**src/rtl/multi_cycle_ctrl_if.sv**
```systemverilog
// rtl/multi_cycle_ctrl_if.sv - control-unit <-> datapath/memory signal bundle
// Purpose: groups the decode inputs, memory handshake and datapath strobes of
//   the multi-cycle MIPS control unit.
// Ports (members):
//   op/func/z          IR fields and ALU zero flag (datapath -> ctrl)
//   mem_ready          memory completes current access (memory -> ctrl)
//   mem_req/iord/rmem/wmem  memory request, address select, read/write
//   ir_we/pc_we/pcsource    IR and PC load controls
//   sext/regrt/alusrc/shift/aluc/jal/m2reg/wreg  datapath selects and strobes
//   illegal/bus_err    one-cycle error pulses
//   state/instret      current FSM state and retired-instruction count
// Modports: master = control unit, slave = datapath/memory side.
interface multi_cycle_ctrl_if #(
  parameter int CNT_W = 32
);
  logic [5:0]       op;
  logic [5:0]       func;
  logic             z;
  logic             mem_ready;
  logic             mem_req;
  logic             iord;
  logic             rmem;
  logic             wmem;
  logic             ir_we;
  logic             pc_we;
  logic [1:0]       pcsource;
  logic             sext;
  logic             regrt;
  logic             alusrc;
  logic             shift;
  logic [3:0]       aluc;
  logic             jal;
  logic             m2reg;
  logic             wreg;
  logic             illegal;
  logic             bus_err;
  logic [2:0]       state;
  logic [CNT_W-1:0] instret;

  modport master (
    input  op, func, z, mem_ready,
    output mem_req, iord, rmem, wmem, ir_we, pc_we, pcsource,
           sext, regrt, alusrc, shift, aluc, jal, m2reg, wreg,
           illegal, bus_err, state, instret
  );

  modport slave (
    output op, func, z, mem_ready,
    input  mem_req, iord, rmem, wmem, ir_we, pc_we, pcsource,
           sext, regrt, alusrc, shift, aluc, jal, m2reg, wreg,
           illegal, bus_err, state, instret
  );
endinterface

```
**src/rtl/multi_cycle_ctrl.sv**
```systemverilog
// rtl/multi_cycle_ctrl.sv - multi-cycle MIPS control unit (IF/ID/EX/MEM/WB FSM)
// Purpose: sequences each instruction through IF/ID/EX/MEM/WB, drives datapath
//   strobes and mux selects, handshakes with the shared memory and counts
//   retired instructions.
// Ports:
//   clk    rising-edge clock
//   rst_n  synchronous active-low reset; all outputs forced to 0 while low
//   bus    multi_cycle_ctrl_if.master (decode inputs, memory handshake, strobes)
// Parameters:
//   TIMEOUT  max cycles mem_req may wait for mem_ready (0 = never time out)
//   CNT_W    width of instret
module multi_cycle_ctrl #(
  parameter int TIMEOUT = 16,
  parameter int CNT_W   = 32
) (
  input  logic                clk,
  input  logic                rst_n,
  multi_cycle_ctrl_if.master  bus
);

  localparam int TW = (TIMEOUT > 1) ? $clog2(TIMEOUT + 1) : 1;

  typedef enum logic [2:0] {
    S_IF = 3'd0, S_ID = 3'd1, S_EX = 3'd2, S_MEM = 3'd3, S_WB = 3'd4
  } state_t;

  typedef enum logic [3:0] {
    C_ILL, C_RALU, C_SHIFT, C_JR, C_IMM, C_LW, C_SW, C_BEQ, C_BNE, C_J, C_JAL
  } cls_t;

  state_t           state_q, state_d;
  logic [TW-1:0]    tcnt_q, tcnt_d;
  logic [CNT_W-1:0] instret_q;
  logic             retire;

  cls_t       cls;
  logic [3:0] aluc_dec;
  logic       sext_dec;

  logic       mem_req, iord, rmem, wmem, ir_we, pc_we;
  logic [1:0] pcsource;
  logic       sext, regrt, alusrc, shift, jal, m2reg, wreg, illegal, bus_err;
  logic [3:0] aluc;
  logic       tmo;

  // Instruction class and ALU op; op/func are stable from ID to the next IF,
  // so the same decode feeds every post-fetch state.
  always_comb begin
    cls      = C_ILL;
    aluc_dec = 4'b0000;
    sext_dec = 1'b0;
    case (bus.op)
      6'h00: begin
        case (bus.func)
          6'h20: begin cls = C_RALU;  aluc_dec = 4'b0000; end
          6'h22: begin cls = C_RALU;  aluc_dec = 4'b0100; end
          6'h24: begin cls = C_RALU;  aluc_dec = 4'b0001; end
          6'h25: begin cls = C_RALU;  aluc_dec = 4'b0101; end
          6'h26: begin cls = C_RALU;  aluc_dec = 4'b0010; end
          6'h00: begin cls = C_SHIFT; aluc_dec = 4'b0011; end
          6'h02: begin cls = C_SHIFT; aluc_dec = 4'b0111; end
          6'h03: begin cls = C_SHIFT; aluc_dec = 4'b1111; end
          6'h08: cls = C_JR;
          default: cls = C_ILL;
        endcase
      end
      6'h08: begin cls = C_IMM; aluc_dec = 4'b0000; sext_dec = 1'b1; end
      6'h0C: begin cls = C_IMM; aluc_dec = 4'b0001; end
      6'h0D: begin cls = C_IMM; aluc_dec = 4'b0101; end
      6'h0E: begin cls = C_IMM; aluc_dec = 4'b0010; end
      6'h0F: begin cls = C_IMM; aluc_dec = 4'b0110; end
      6'h23: begin cls = C_LW;  sext_dec = 1'b1; end
      6'h2B: begin cls = C_SW;  sext_dec = 1'b1; end
      6'h04: begin cls = C_BEQ; aluc_dec = 4'b0100; end
      6'h05: begin cls = C_BNE; aluc_dec = 4'b0100; end
      6'h02: cls = C_J;
      6'h03: cls = C_JAL;
      default: cls = C_ILL;
    endcase
  end

  always_comb begin
    state_d  = state_q;
    retire   = 1'b0;
    mem_req  = 1'b0;
    iord     = 1'b0;
    rmem     = 1'b0;
    wmem     = 1'b0;
    ir_we    = 1'b0;
    pc_we    = 1'b0;
    pcsource = 2'b00;
    sext     = 1'b0;
    regrt    = 1'b0;
    alusrc   = 1'b0;
    shift    = 1'b0;
    aluc     = 4'b0000;
    jal      = 1'b0;
    m2reg    = 1'b0;
    wreg     = 1'b0;
    illegal  = 1'b0;
    bus_err  = 1'b0;
    tmo      = (TIMEOUT != 0) && (tcnt_q == TW'(TIMEOUT));

    // Selects are held for the whole EX..WB span of an instruction.
    if (state_q == S_EX || state_q == S_MEM || state_q == S_WB) begin
      sext   = sext_dec;
      regrt  = (cls == C_IMM) || (cls == C_LW);
      alusrc = (cls == C_IMM) || (cls == C_LW) || (cls == C_SW);
      shift  = (cls == C_SHIFT);
      aluc   = aluc_dec;
    end

    case (state_q)
      S_IF: begin
        if (tmo) begin
          bus_err = 1'b1;
        end else begin
          mem_req = 1'b1;
          if (bus.mem_ready) begin
            ir_we   = 1'b1;
            pc_we   = 1'b1;
            state_d = S_ID;
          end
        end
      end
      S_ID: begin
        if (cls == C_ILL) begin
          illegal = 1'b1;
          state_d = S_IF;
        end else begin
          state_d = S_EX;
        end
      end
      S_EX: begin
        state_d = S_IF;
        case (cls)
          C_RALU, C_SHIFT, C_IMM: state_d = S_WB;
          C_LW, C_SW:             state_d = S_MEM;
          C_JR:  begin pcsource = 2'b10; pc_we = 1'b1;   retire = 1'b1; end
          C_BEQ: begin pcsource = 2'b01; pc_we = bus.z;  retire = 1'b1; end
          C_BNE: begin pcsource = 2'b01; pc_we = !bus.z; retire = 1'b1; end
          C_J:   begin pcsource = 2'b11; pc_we = 1'b1;   retire = 1'b1; end
          C_JAL: begin
            pcsource = 2'b11;
            pc_we    = 1'b1;
            jal      = 1'b1;
            wreg     = 1'b1;
            retire   = 1'b1;
          end
          default: state_d = S_IF;
        endcase
      end
      S_MEM: begin
        if (tmo) begin
          bus_err = 1'b1;
          state_d = S_IF;
        end else begin
          mem_req = 1'b1;
          iord    = 1'b1;
          rmem    = (cls == C_LW);
          wmem    = (cls == C_SW);
          if (bus.mem_ready) begin
            if (cls == C_LW) begin
              state_d = S_WB;
            end else begin
              state_d = S_IF;
              retire  = 1'b1;
            end
          end
        end
      end
      S_WB: begin
        wreg    = 1'b1;
        m2reg   = (cls == C_LW);
        state_d = S_IF;
        retire  = 1'b1;
      end
      default: state_d = S_IF;
    endcase

    // Wait counter only advances while a request is stalled in one state.
    if (!mem_req || bus.mem_ready || tmo || state_d != state_q) begin
      tcnt_d = '0;
    end else begin
      tcnt_d = tcnt_q + 1'b1;
    end

    if (!rst_n) begin
      mem_req = 1'b0; iord = 1'b0; rmem = 1'b0; wmem = 1'b0;
      ir_we = 1'b0; pc_we = 1'b0; pcsource = 2'b00;
      sext = 1'b0; regrt = 1'b0; alusrc = 1'b0; shift = 1'b0; aluc = 4'b0000;
      jal = 1'b0; m2reg = 1'b0; wreg = 1'b0; illegal = 1'b0; bus_err = 1'b0;
    end
  end

  always_ff @(posedge clk) begin
    if (!rst_n) begin
      state_q   <= S_IF;
      tcnt_q    <= '0;
      instret_q <= '0;
    end else begin
      state_q <= state_d;
      tcnt_q  <= tcnt_d;
      if (retire) instret_q <= instret_q + 1'b1;
    end
  end

  assign bus.mem_req  = mem_req;
  assign bus.iord     = iord;
  assign bus.rmem     = rmem;
  assign bus.wmem     = wmem;
  assign bus.ir_we    = ir_we;
  assign bus.pc_we    = pc_we;
  assign bus.pcsource = pcsource;
  assign bus.sext     = sext;
  assign bus.regrt    = regrt;
  assign bus.alusrc   = alusrc;
  assign bus.shift    = shift;
  assign bus.aluc     = aluc;
  assign bus.jal      = jal;
  assign bus.m2reg    = m2reg;
  assign bus.wreg     = wreg;
  assign bus.illegal  = illegal;
  assign bus.bus_err  = bus_err;
  assign bus.state    = rst_n ? state_q : 3'd0;
  assign bus.instret  = rst_n ? instret_q : '0;

endmodule

```
**src/flat_wrapper.sv**
```systemverilog
// flat-port wrapper written by rule: the top's interface ports become plain ports
module multi_cycle_ctrl_flat 
#(
  parameter int TIMEOUT = 16,
  parameter int CNT_W   = 32
)
  (clk, rst_n, bus_op, bus_func, bus_z, bus_mem_ready, bus_mem_req, bus_iord, bus_rmem, bus_wmem, bus_ir_we, bus_pc_we, bus_pcsource, bus_sext, bus_regrt, bus_alusrc, bus_shift, bus_aluc, bus_jal, bus_m2reg, bus_wreg, bus_illegal, bus_bus_err, bus_state, bus_instret);
  multi_cycle_ctrl_if #(.CNT_W(CNT_W)) bus_i ();
  input  logic clk;
  input  logic rst_n;
  input wire logic [$bits(bus_i.op)-1:0] bus_op;
  input wire logic [$bits(bus_i.func)-1:0] bus_func;
  input wire logic [$bits(bus_i.z)-1:0] bus_z;
  input wire logic [$bits(bus_i.mem_ready)-1:0] bus_mem_ready;
  output wire logic [$bits(bus_i.mem_req)-1:0] bus_mem_req;
  output wire logic [$bits(bus_i.iord)-1:0] bus_iord;
  output wire logic [$bits(bus_i.rmem)-1:0] bus_rmem;
  output wire logic [$bits(bus_i.wmem)-1:0] bus_wmem;
  output wire logic [$bits(bus_i.ir_we)-1:0] bus_ir_we;
  output wire logic [$bits(bus_i.pc_we)-1:0] bus_pc_we;
  output wire logic [$bits(bus_i.pcsource)-1:0] bus_pcsource;
  output wire logic [$bits(bus_i.sext)-1:0] bus_sext;
  output wire logic [$bits(bus_i.regrt)-1:0] bus_regrt;
  output wire logic [$bits(bus_i.alusrc)-1:0] bus_alusrc;
  output wire logic [$bits(bus_i.shift)-1:0] bus_shift;
  output wire logic [$bits(bus_i.aluc)-1:0] bus_aluc;
  output wire logic [$bits(bus_i.jal)-1:0] bus_jal;
  output wire logic [$bits(bus_i.m2reg)-1:0] bus_m2reg;
  output wire logic [$bits(bus_i.wreg)-1:0] bus_wreg;
  output wire logic [$bits(bus_i.illegal)-1:0] bus_illegal;
  output wire logic [$bits(bus_i.bus_err)-1:0] bus_bus_err;
  output wire logic [$bits(bus_i.state)-1:0] bus_state;
  output wire logic [$bits(bus_i.instret)-1:0] bus_instret;
  assign bus_i.op = bus_op;
  assign bus_i.func = bus_func;
  assign bus_i.z = bus_z;
  assign bus_i.mem_ready = bus_mem_ready;
  assign bus_mem_req = bus_i.mem_req;
  assign bus_iord = bus_i.iord;
  assign bus_rmem = bus_i.rmem;
  assign bus_wmem = bus_i.wmem;
  assign bus_ir_we = bus_i.ir_we;
  assign bus_pc_we = bus_i.pc_we;
  assign bus_pcsource = bus_i.pcsource;
  assign bus_sext = bus_i.sext;
  assign bus_regrt = bus_i.regrt;
  assign bus_alusrc = bus_i.alusrc;
  assign bus_shift = bus_i.shift;
  assign bus_aluc = bus_i.aluc;
  assign bus_jal = bus_i.jal;
  assign bus_m2reg = bus_i.m2reg;
  assign bus_wreg = bus_i.wreg;
  assign bus_illegal = bus_i.illegal;
  assign bus_bus_err = bus_i.bus_err;
  assign bus_state = bus_i.state;
  assign bus_instret = bus_i.instret;
  multi_cycle_ctrl #(.TIMEOUT(TIMEOUT), .CNT_W(CNT_W)) u_core (.clk(clk), .rst_n(rst_n), .bus(bus_i));
endmodule
```
**config.mk**
```make
export PLATFORM = sky130hd
export DESIGN_NAME = multi_cycle_ctrl_flat
export DESIGN_NICKNAME = d
export VERILOG_FILES = /design/src/rtl/multi_cycle_ctrl_if.sv /design/src/rtl/multi_cycle_ctrl.sv /design/src/flat_wrapper.sv
export SDC_FILE = /design/constraint.sdc
export NUM_CORES = 1
export LEC_CHECK = 0
export CAP_MARGIN = 20
export CORE_ASPECT_RATIO = 0.5
export CORE_UTILIZATION = 30
export CTS_BUF_LIST = sky130_fd_sc_hd__clkbuf_4 sky130_fd_sc_hd__clkbuf_8
export CTS_CLUSTER_SIZE = 24
export DETAILED_ROUTE_END_ITERATION = 8
export PLACE_DENSITY = 0.52
export SKIP_CTS_REPAIR_TIMING = 1
export SYNTH_ARGS = -nofsm -noshare
export SYNTH_HDL_FRONTEND = slang
export SYNTH_SLANG_ARGS = --single-unit
```
**constraint.sdc**
```tcl
create_clock -name clk -period 7.09 [get_ports clk]
set_clock_uncertainty 0.1 [all_clocks]
set_input_delay 1.418 -clock clk [delete_from_list [all_inputs] [get_ports clk]]
set_output_delay 1.418 -clock clk [all_outputs]
set_load 0.1 [all_outputs]
```
**After elaboration in Yosys (flattened, before gate mapping)**

Cells that the tools add are included.

- Output and inout port bits: 56
- Logic and storage cells: 131
- Register bits after elaboration: 40

- Reductions and logical operators: 26
- Add/subtract/negate cells: 2
- Equality and inequality tests: 35
- Multiplexer cells: 64
- Bitwise operators: 1

Operators with widths:

| operator | count |
|---|---|
| equality test 6 bit (second input constant) | 7 |
| two-way mux 1 bit | 41 |
| equality test 6 x 4 -> 1 bit (second input constant) | 6 |
| adder 32 x 1 -> 32 bit (second input constant) | 1 |
| two-way mux 32 bit | 1 |
| case mux 4 bit (8 select lines) | 1 |
| case mux 4 bit (7 select lines) | 1 |
| equality test 6 x 2 -> 1 bit (second input constant) | 4 |
| case mux 4 bit (6 select lines) | 1 |
| two-way mux 3 bit | 6 |
| equality test 4 x 3 -> 1 bit (second input constant) | 4 |
| OR reduction 5 bit | 3 |
| equality test 4 bit (second input constant) | 3 |
| equality test 6 x 3 -> 1 bit (second input constant) | 2 |
| logical NOT 6 bit | 2 |
| case mux 2 bit (3 select lines) | 2 |
| case mux 3 bit (4 select lines) | 1 |
| OR reduction 2 bit | 6 |
| OR reduction 3 bit | 4 |
| equality test 4 x 2 -> 1 bit (second input constant) | 2 |
| two-way mux 4 bit | 2 |
| logical OR 1 bit | 7 |
| equality test 3 x 2 -> 1 bit (second input constant) | 2 |
| two-way mux 2 bit | 3 |
| 13 further kinds | 16 |

**Depth between registers and ports, before layout**

Gate-level depths: netlist (run 1).

- Word-level depth: 12
- Mapped depth: 10

**Least setup slack after synthesis (run 1)**

No wires, ideal clock.

- Path type: in2out
- Start point: input port rst_n
- End point: output port bus_pc_we
- Slack: -0.099 ns
- Data required time: 5.572 ns
- Stages on the path: 4
- Arrival time: 5.671 ns
- Buffers on the path: 0
- Cell sequence: nand2b_1 > nor4_1 > nor2_1 > o21ai_0

- Word-level cells in the longest chain between the ends: 1

RTL lines:

| item | RTL line | text |
|---|---|---|
| from (decl) | flat_wrapper.sv:10 | `input logic rst_n;` |
| two-way mux 1 bit | multi_cycle_ctrl.sv:188 | `if (!rst_n) begin` |
| to (decl) | flat_wrapper.sv:20 | `output wire logic [$bits(bus_i.pc_we)-1:0] bus_pc_we;` |

Every way passes these cells.

**Worst setup path in the final report (run 1)**

- Start point: input port bus_op[2]
- End point: output port bus_illegal

- Word-level cells in the longest chain between the ends: 7
- Elaborated cells on any way between the ends: 18
- Classes of those cells: 11 x eq/ne; 4 x mux; 3 x reduce/logical

RTL lines:

| item | RTL line | text |
|---|---|---|
| from (decl) | flat_wrapper.sv:11 | `input wire logic [$bits(bus_i.op)-1:0] bus_op;` |
| equality test 6 x 4 -> 1 bit | multi_cycle_ctrl.sv:52 | `case (bus.op)` |
| OR reduction 5 bit (no source line) | - |  |
| case mux 4 bit (8 select lines) (*) | multi_cycle_ctrl.sv:52 |  |
| logical NOT 4 bit (*) | multi_cycle_ctrl.sv:127 | `if (cls == C_ILL) begin` |
| two-way mux 1 bit (*) | multi_cycle_ctrl.sv:127 |  |
| two-way mux 1 bit (*) | multi_cycle_ctrl.sv:113 | `case (state_q)` |
| two-way mux 1 bit (*) | multi_cycle_ctrl.sv:188 |  |
| to (decl) | flat_wrapper.sv:30 | `output wire logic [$bits(bus_i.illegal)-1:0] bus_illegal;` |

Mark *: on every way between the ends. The rest lies on a longest branch, timed or not.

==> metrics.yaml, run 1 <==
status:
  status: "completed"
die:
  die_h_um: 73.5
  row_count: 25
  start_util_pct: 31.7
  ioPinCount: 72
  core_area_mm2: 0.00967
  die_w_um: 145
  dieArea_mm2: 0.0106
synthesis:
  synth-edff-count: 0
  ys_ff_latch: 40
  postSynth.asyncResetShare_pct: 0
  synth.net_count: 401
  syn_area_per_cell_um2: 8.02
  netlist_area_mm2: 0.00306
  yosysWarnings: 0
  synth_ff_type: "dfxtp_1"
  syn_inst: 382
  ys_types: 60
  synth-seq-area-share_pct: 26.1
pwr:
  power_density_mw_per_mm2: 125
  ir_drop_v: 0.0000841
  p_leak_nw: 1.27
  p_total_uw: 487
global_route:
  antenna_found_initial: 0
  grt_pass1_vias: 2500
  grt_max_degree: 35
  overflow: 0
  grt_pass1_wl_um: 12700
  grtUsageTotal_pct: 15.3
route:
  drt_iter0_markers: 115
  wl_per_cell_um: 13.3
  wl_um: 7680
  first_pass_iters: 4
  route.detailed.drc: 0
  routed_via_density: 4.86
  ant_nets: 0
  vias: 2792
layout:
  num_antenna_cells: 0
  n_fill_cell: 1009
  syn2layout_area_growth_pct: 27.1
  regArea_um2: 801
  drive_above_1_share_pct: 13.9
  nets: 458
  multiInputGateArea_mm2: 0.00208
setup_path:
  crit_slowest_cell: "clkdlybuf4s50_1"
  critical_path.max_fanout: 15
  setup.worst_path.class: "in -> out"
  worst_setup_path_start_kind: "input port"
  cpMostUsedCell: "o21ai_0"
  end_kind: "primary output"
  reg2reg_setup_slack_ns: 4.14
  ff2ff_path_depth: 7
  crit_arrival_ns: 4.25
  crit_required_ns: 5.57
  cp_slowest_stage_delay_ns: 0.75
  reg2reg_from: "u_core.state_q[1]"
  r2r_end: "u_core.instret_q[23]"
  critical_path.cell_chain: "clkdlybuf4s50_1, nand4b_1, o21ai_0, o21ai_0, nand2_1, or3_1, nor4_1, buf_4"
sta:
  tightest_slew_ns: 1.08
  fin_crit_ns: 5.77
  fmax_mhz: 173
  hold_ws_ns: 0.367
  setup_violations: 0
  tns_ns: 0
  relSlewSlack_pct: 27.4
  setup_slack_ns: 1.32
  rsz0062_at_grt: "no"
  slew_viol_final: 0
  hold_violations: 0
  period_share_pct: 81.3
cts:
  tritoncts: "built"
  cts_made_buffers: 5
  clockBufferDepth: 2
  clkLatencyLatePin_ns: 0.30
  htree_levels: 2
  clk_pin_slew_ns: 0.08
  clockRootBuffer: "clkbuf_8"
  cts_num_sinks: 40
flow_run:
  max-cap-violations: 0
min_path:
  worstHoldEndpoint: "u_core.tcnt_q[0]"
  whs_path_depth: 1
  hp-start: "u_core.tcnt_q[0]"
  hp-class: "reg -> reg"
place:
  io_buffers: 71
  routabilityCongestion: 0.815
  dp_slack_ns: 1.40
  place_hpwl_um: 5590
-- layout make-up --
cell class | count | area share, %
clock buffers | 6 | 1.96
clock inverters | 2 | 0.900
inverters | 16 | 1.54
multi-input cells | 302 | 53.3
flip-flops and latches | 40 | 20.6
well taps | 135 | 4.34
repair buffers | 74 | 17.4
-- worst max-delay path by stage --
stage | slack, ns | end | start
after global routing | 1.06 | bus_illegal | bus_op[2]
after floorplan | 0.08 | bus_illegal | bus_op[0]
after detailed placement | 1.40 | bus_illegal | bus_op[2]
after CTS | 1.41 | bus_illegal | bus_op[2]
final | 1.32 | bus_illegal | bus_op[2]
after global placement | 1.45 | bus_illegal | bus_op[2]
-- power breakdown --
group / internal [mW] / switching, mW / total [mW]
Combinational: 0.0222 / 0.0446 / 0.0668
Clock: 0.108 / 0.0837 / 0.192
Sequential: 0.226 / 0.00205 / 0.228
Total: 0.356 / 0.130 / 0.487
-- critical path, delay by kind of cell --
family                 cells  cell delay, ns
AOI/OAI and AO/OA          2            0.68
buffers and inverters      2            1.11
and+or+nand+nor            4            1.03
-- cells in the mapped netlist (3+ instances only) --
| library cell | count | share of area [%] |
|---|---|---|
| nor2_1 | 59 | 7.2 |
| dfxtp_1 | 40 | 26 |
| and2_1 | 33 | 6.7 |
| xnor2_1 | 28 | 8.0 |
| nand2_1 | 23 | 2.8 |
| nand3_1 | 19 | 3.1 |
| inv_1 | 16 | 2.0 |
| nor3_1 | 12 | 2.0 |
| clkbuf_1 | 11 | 1.3 |
| a21oi_1 | 10 | 1.6 |
| a211oi_1 | 9 | 2.2 |
| o21ai_0 | 9 | 1.5 |
| a2111oi_4 | 7 | 6.3 |
| and3_1 | 7 | 1.4 |
| nand2b_1 | 7 | 1.4 |
| a2111oi_2 | 6 | 2.9 |
| buf_2 | 6 | 0.98 |
| nand4_1 | 6 | 1.2 |
| nor4_1 | 5 | 1.0 |
| buf_6 | 4 | 1.5 |
| nor2b_1 | 4 | 0.82 |
| or3_1 | 4 | 0.82 |
| xor2_1 | 4 | 1.1 |
| a31oi_1 | 3 | 0.61 |
| ha_1 | 3 | 1.2 |
| mux2_2 | 3 | 1.1 |
-- cells by family (layout without fill, tap and decap cells) --
family / count (synthesis) / in the layout / share of synthesized area, %
AND/OR/NAND/NOR: 196 / 196 / 33.5
flip-flops: 40 / 40 / 26.1
AO/OA/AOI/OAI: 67 / 67 / 21.9
XOR/XNOR: 33 / 33 / 9.68
adder cells (fa/ha/maj): 3 / 3 / 1.23
buffers and inverters: 40 / 98 / 6.50
multiplexers: 3 / 3 / 1.10
-- metrics by stage --
stage | util (%) | instance area (µm²) | instances
floorplan | - | 3070 | 382
global placement | 39.1 | 3780 | 567
detailed placement | 39.1 | 3780 | 567
CTS | 40.3 | 3890 | 575
global route | 40.3 | 3890 | 575
finish | 40.3 | 3890 | 575
-- layout by cell type, fill, tap and decap left out, types with 3 or more instances in the layout --
| cell | count |
|---|---|
| a2111oi_2 | 6 |
| a2111oi_4 | 7 |
| a211oi_1 | 9 |
| a21oi_1 | 10 |
| a31oi_1 | 3 |
| and2_1 | 33 |
| and3_1 | 7 |
| buf_4 | 26 |
| clkbuf_8 | 5 |
| clkdlybuf4s50_1 | 48 |
| dfxtp_1 | 40 |
| ha_1 | 3 |
| inv_1 | 16 |
| mux2_2 | 3 |
| nand2_1 | 23 |
| nand2b_1 | 7 |
| nand3_1 | 19 |
| nand4_1 | 6 |
| nor2_1 | 59 |
| nor2b_1 | 4 |
| nor3_1 | 12 |
| nor4_1 | 4 |
| o21ai_0 | 9 |
| or3_1 | 4 |
| xnor2_1 | 28 |
| xor2_1 | 4 |
-- routing by layer --
layer | GRT usage, % | vias to the layer above | share of wire, %
li1 | - | 1453 | -
met2 | 23.7 | 49 | 45
met1 | 21.5 | 1284 | 51
met4 | 3.51 | 0 | 0.85
met5 | 0 | - | 0
met3 | 3.32 | 6 | 3.8
-- registers in the layout, indices dropped and copies added, names as in the netlist --
register / cells
u_core.instret_q: 32
u_core.tcnt_q: 5
u_core.state_q: 3
Power figures use the tool's default switching activity.
==> inputs of run 2 (changes only) <==
==> constraint.sdc (replaced) <==
create_clock -name clk -period 5.6 [get_ports clk]
set_clock_uncertainty 0.1 [all_clocks]
set_input_delay 1.12 -clock clk [delete_from_list [all_inputs] [get_ports clk]]
set_output_delay 1.12 -clock clk [all_outputs]
set_load 0.1 [all_outputs]
==> run 2 against run 1 <==
Effect of this change:
- wire length increased by 0.60%
- sequential cell count did not move
- worst setup slack got worse by 0.73 ns
- first-iteration DRC count grew 6.1%
- global-route usage is 0.15 points higher
- register-to-register slack got worse by 1.3 ns
- critical path depth did not move
- total power grew 21%
- die area unchanged
- via count is 0.25% higher
- clock power increased by 9.9%
- largest cell class unchanged
==> metrics.yaml, run 2 (same netlist as run 1, synthesis figures left out) <==
cts:
  clockBufferDepth: 2
  clkLatencyLatePin_ns: 0.30
  clockRootBuffer: "clkbuf_8"
  cts_num_sinks: 40
  cts_made_buffers: 5
  tritoncts: "built"
  htree_levels: 2
  clk_pin_slew_ns: 0.08
sta:
  slew_viol_final: 0
  period_share_pct: 89.4
  rsz0062_at_grt: "no"
  relSlewSlack_pct: 28.0
  fin_crit_ns: 5.00
  hold_ws_ns: 0.365
  tightest_slew_ns: 1.08
  hold_violations: 0
  setup_violations: 0
  fmax_mhz: 200
status:
  status: "completed"
route:
  wl_um: 7720
  wl_per_cell_um: 13.4
  ant_nets: 0
  route.detailed.drc: 0
  routed_via_density: 4.86
  drt_iter0_markers: 122
  first_pass_iters: 4
  vias: 2799
layout:
  layout_common_cells: "59 x nor2_1, 47 x buf_4, 40 x dfxtp_1"
  fin_cells: 576
  drive_above_1_share_pct: 22.2
  multiInputGateArea_mm2: 0.00210
  syn2layout_area_growth_pct: 30.1
  final_common_cell: "nor2_1"
  largest_register_ffs: 32
  utilization_pct: 41.2
  reg_top3: "u_core.instret_q (32), u_core.tcnt_q (5), u_core.state_q (3)"
  regArea_um2: 801
  nets: 459
  n_fill_cell: 988
  largest-register: "u_core.instret_q"
  num_antenna_cells: 0
global_route:
  grtUsageTotal_pct: 15.4
  overflow: 0
  antenna_found_initial: 0
  grt_pass1_vias: 2565
  grt_max_degree: 38
  grt_pass1_wl_um: 12800
setup_path:
  crit_arrival_ns: 3.78
  end_kind: "primary output"
  critical_path.max_fanout: 12
  worst_setup_path_start_kind: "input port"
  setup.worst_path.class: "in -> out"
  crit_required_ns: 4.38
die:
  dieArea_mm2: 0.0106
  start_util_pct: 31.7
  core_area_mm2: 0.00967
  row_count: 25
  die_h_um: 73.5
  ioPinCount: 72
  die_w_um: 145
flow_run:
  max-cap-violations: 0
place:
  place_hpwl_um: 5610
  io_buffers: 71
  post-place-cells: 568
  routabilityCongestion: 0.787
pwr:
  p_leak_nw: 1.37
  ir_drop_v: 0.0000719
  p_total_uw: 589
  power_density_mw_per_mm2: 148
min_path:
  hp-class: "reg -> reg"
==> run 2: cell count changes in the layout (fill, tap and decap cells not counted), moves of 2 or more <==
cell,before,now
nor4_2,1,4
clkdlybuf4s50_1,48,15
nor4_1,4,1
buf_4,26,47
clkinvlp_4,0,2
buf_12,0,13
==> run 2: path summary, 6_finish.rpt <==
path	from	to	slack [ns]	depth (start not counted)
worst max-delay path	bus_op[1]	bus_wreg	0.60	8
worst min-delay path	u_core.tcnt_q[0]	u_core.tcnt_q[0]	0.36	1
worst max register to register	u_core.tcnt_q[0]	u_core.instret_q[6]	2.83	9
worst min register to register	u_core.tcnt_q[0]	u_core.tcnt_q[0]	0.36	1
==> run 2: critical path, stage by stage <==
cell	delay, ns
clkdlybuf4s50_1	0.65
nor3_2	0.38
a32oi_1	0.14
o22ai_1	0.47
nand2b_1	0.20
or3_1	0.35
a21oi_1	0.27
buf_12	0.21
==> run 2: area by class of cell <==
type,count,share of cell area [%]
flip-flops and latches,40,20.1
clock buffers,6,2.07
multi-input cells,302,52.6
inverters,16,1.51
clock inverters,2,0.377
repair buffers,75,19.1
well taps,135,4.24
==> run 2: metal layers <==
layer / GRT usage, % / wire length (µm) / vias to the layer above
met5: 0 / 0 / -
met4: 4.56 / 71 / 0
met3: 3.52 / 341 / 5
met2: 25.4 / 3450 / 56
met1: 20.1 / 3860 / 1283
li1: - / - / 1455
==> run 2: through the flow <==
step,area (µm²),setup TNS [ns],setup slack (ns)
2_1_floorplan,3090,-0.118,-0.118
3_3_place_gp,3890,0,0.695
3_5_place_dp,3890,0,0.628
4_1_cts,3990,0,0.621
5_1_grt,3990,0,0.334
6_report,3990,0,0.596
==> run 2: where the power goes <==
part / internal [mW] / leakage (nW) / switching (mW)
combinational: 0.0318 / 1.00 / 0.0577
sequential: 0.286 / 0.323 / 0.00259
clock: 0.0999 / 0.0434 / 0.111
total: 0.417 / 1.37 / 0.171
==> inputs of run 3 (changes only) <==
--- a/config.mk
+++ b/config.mk
@@ -11,6 +11,7 @@
 export CTS_BUF_LIST = sky130_fd_sc_hd__clkbuf_4 sky130_fd_sc_hd__clkbuf_8
 export CTS_CLUSTER_SIZE = 24
 export DETAILED_ROUTE_END_ITERATION = 8
+export GPL_ROUTABILITY_DRIVEN = 0
 export PLACE_DENSITY = 0.52
 export SKIP_CTS_REPAIR_TIMING = 1
 export SYNTH_ARGS = -nofsm -noshare
==> results of run 3 <==
Final layout, timing and power as in run 2 (identical DEF).
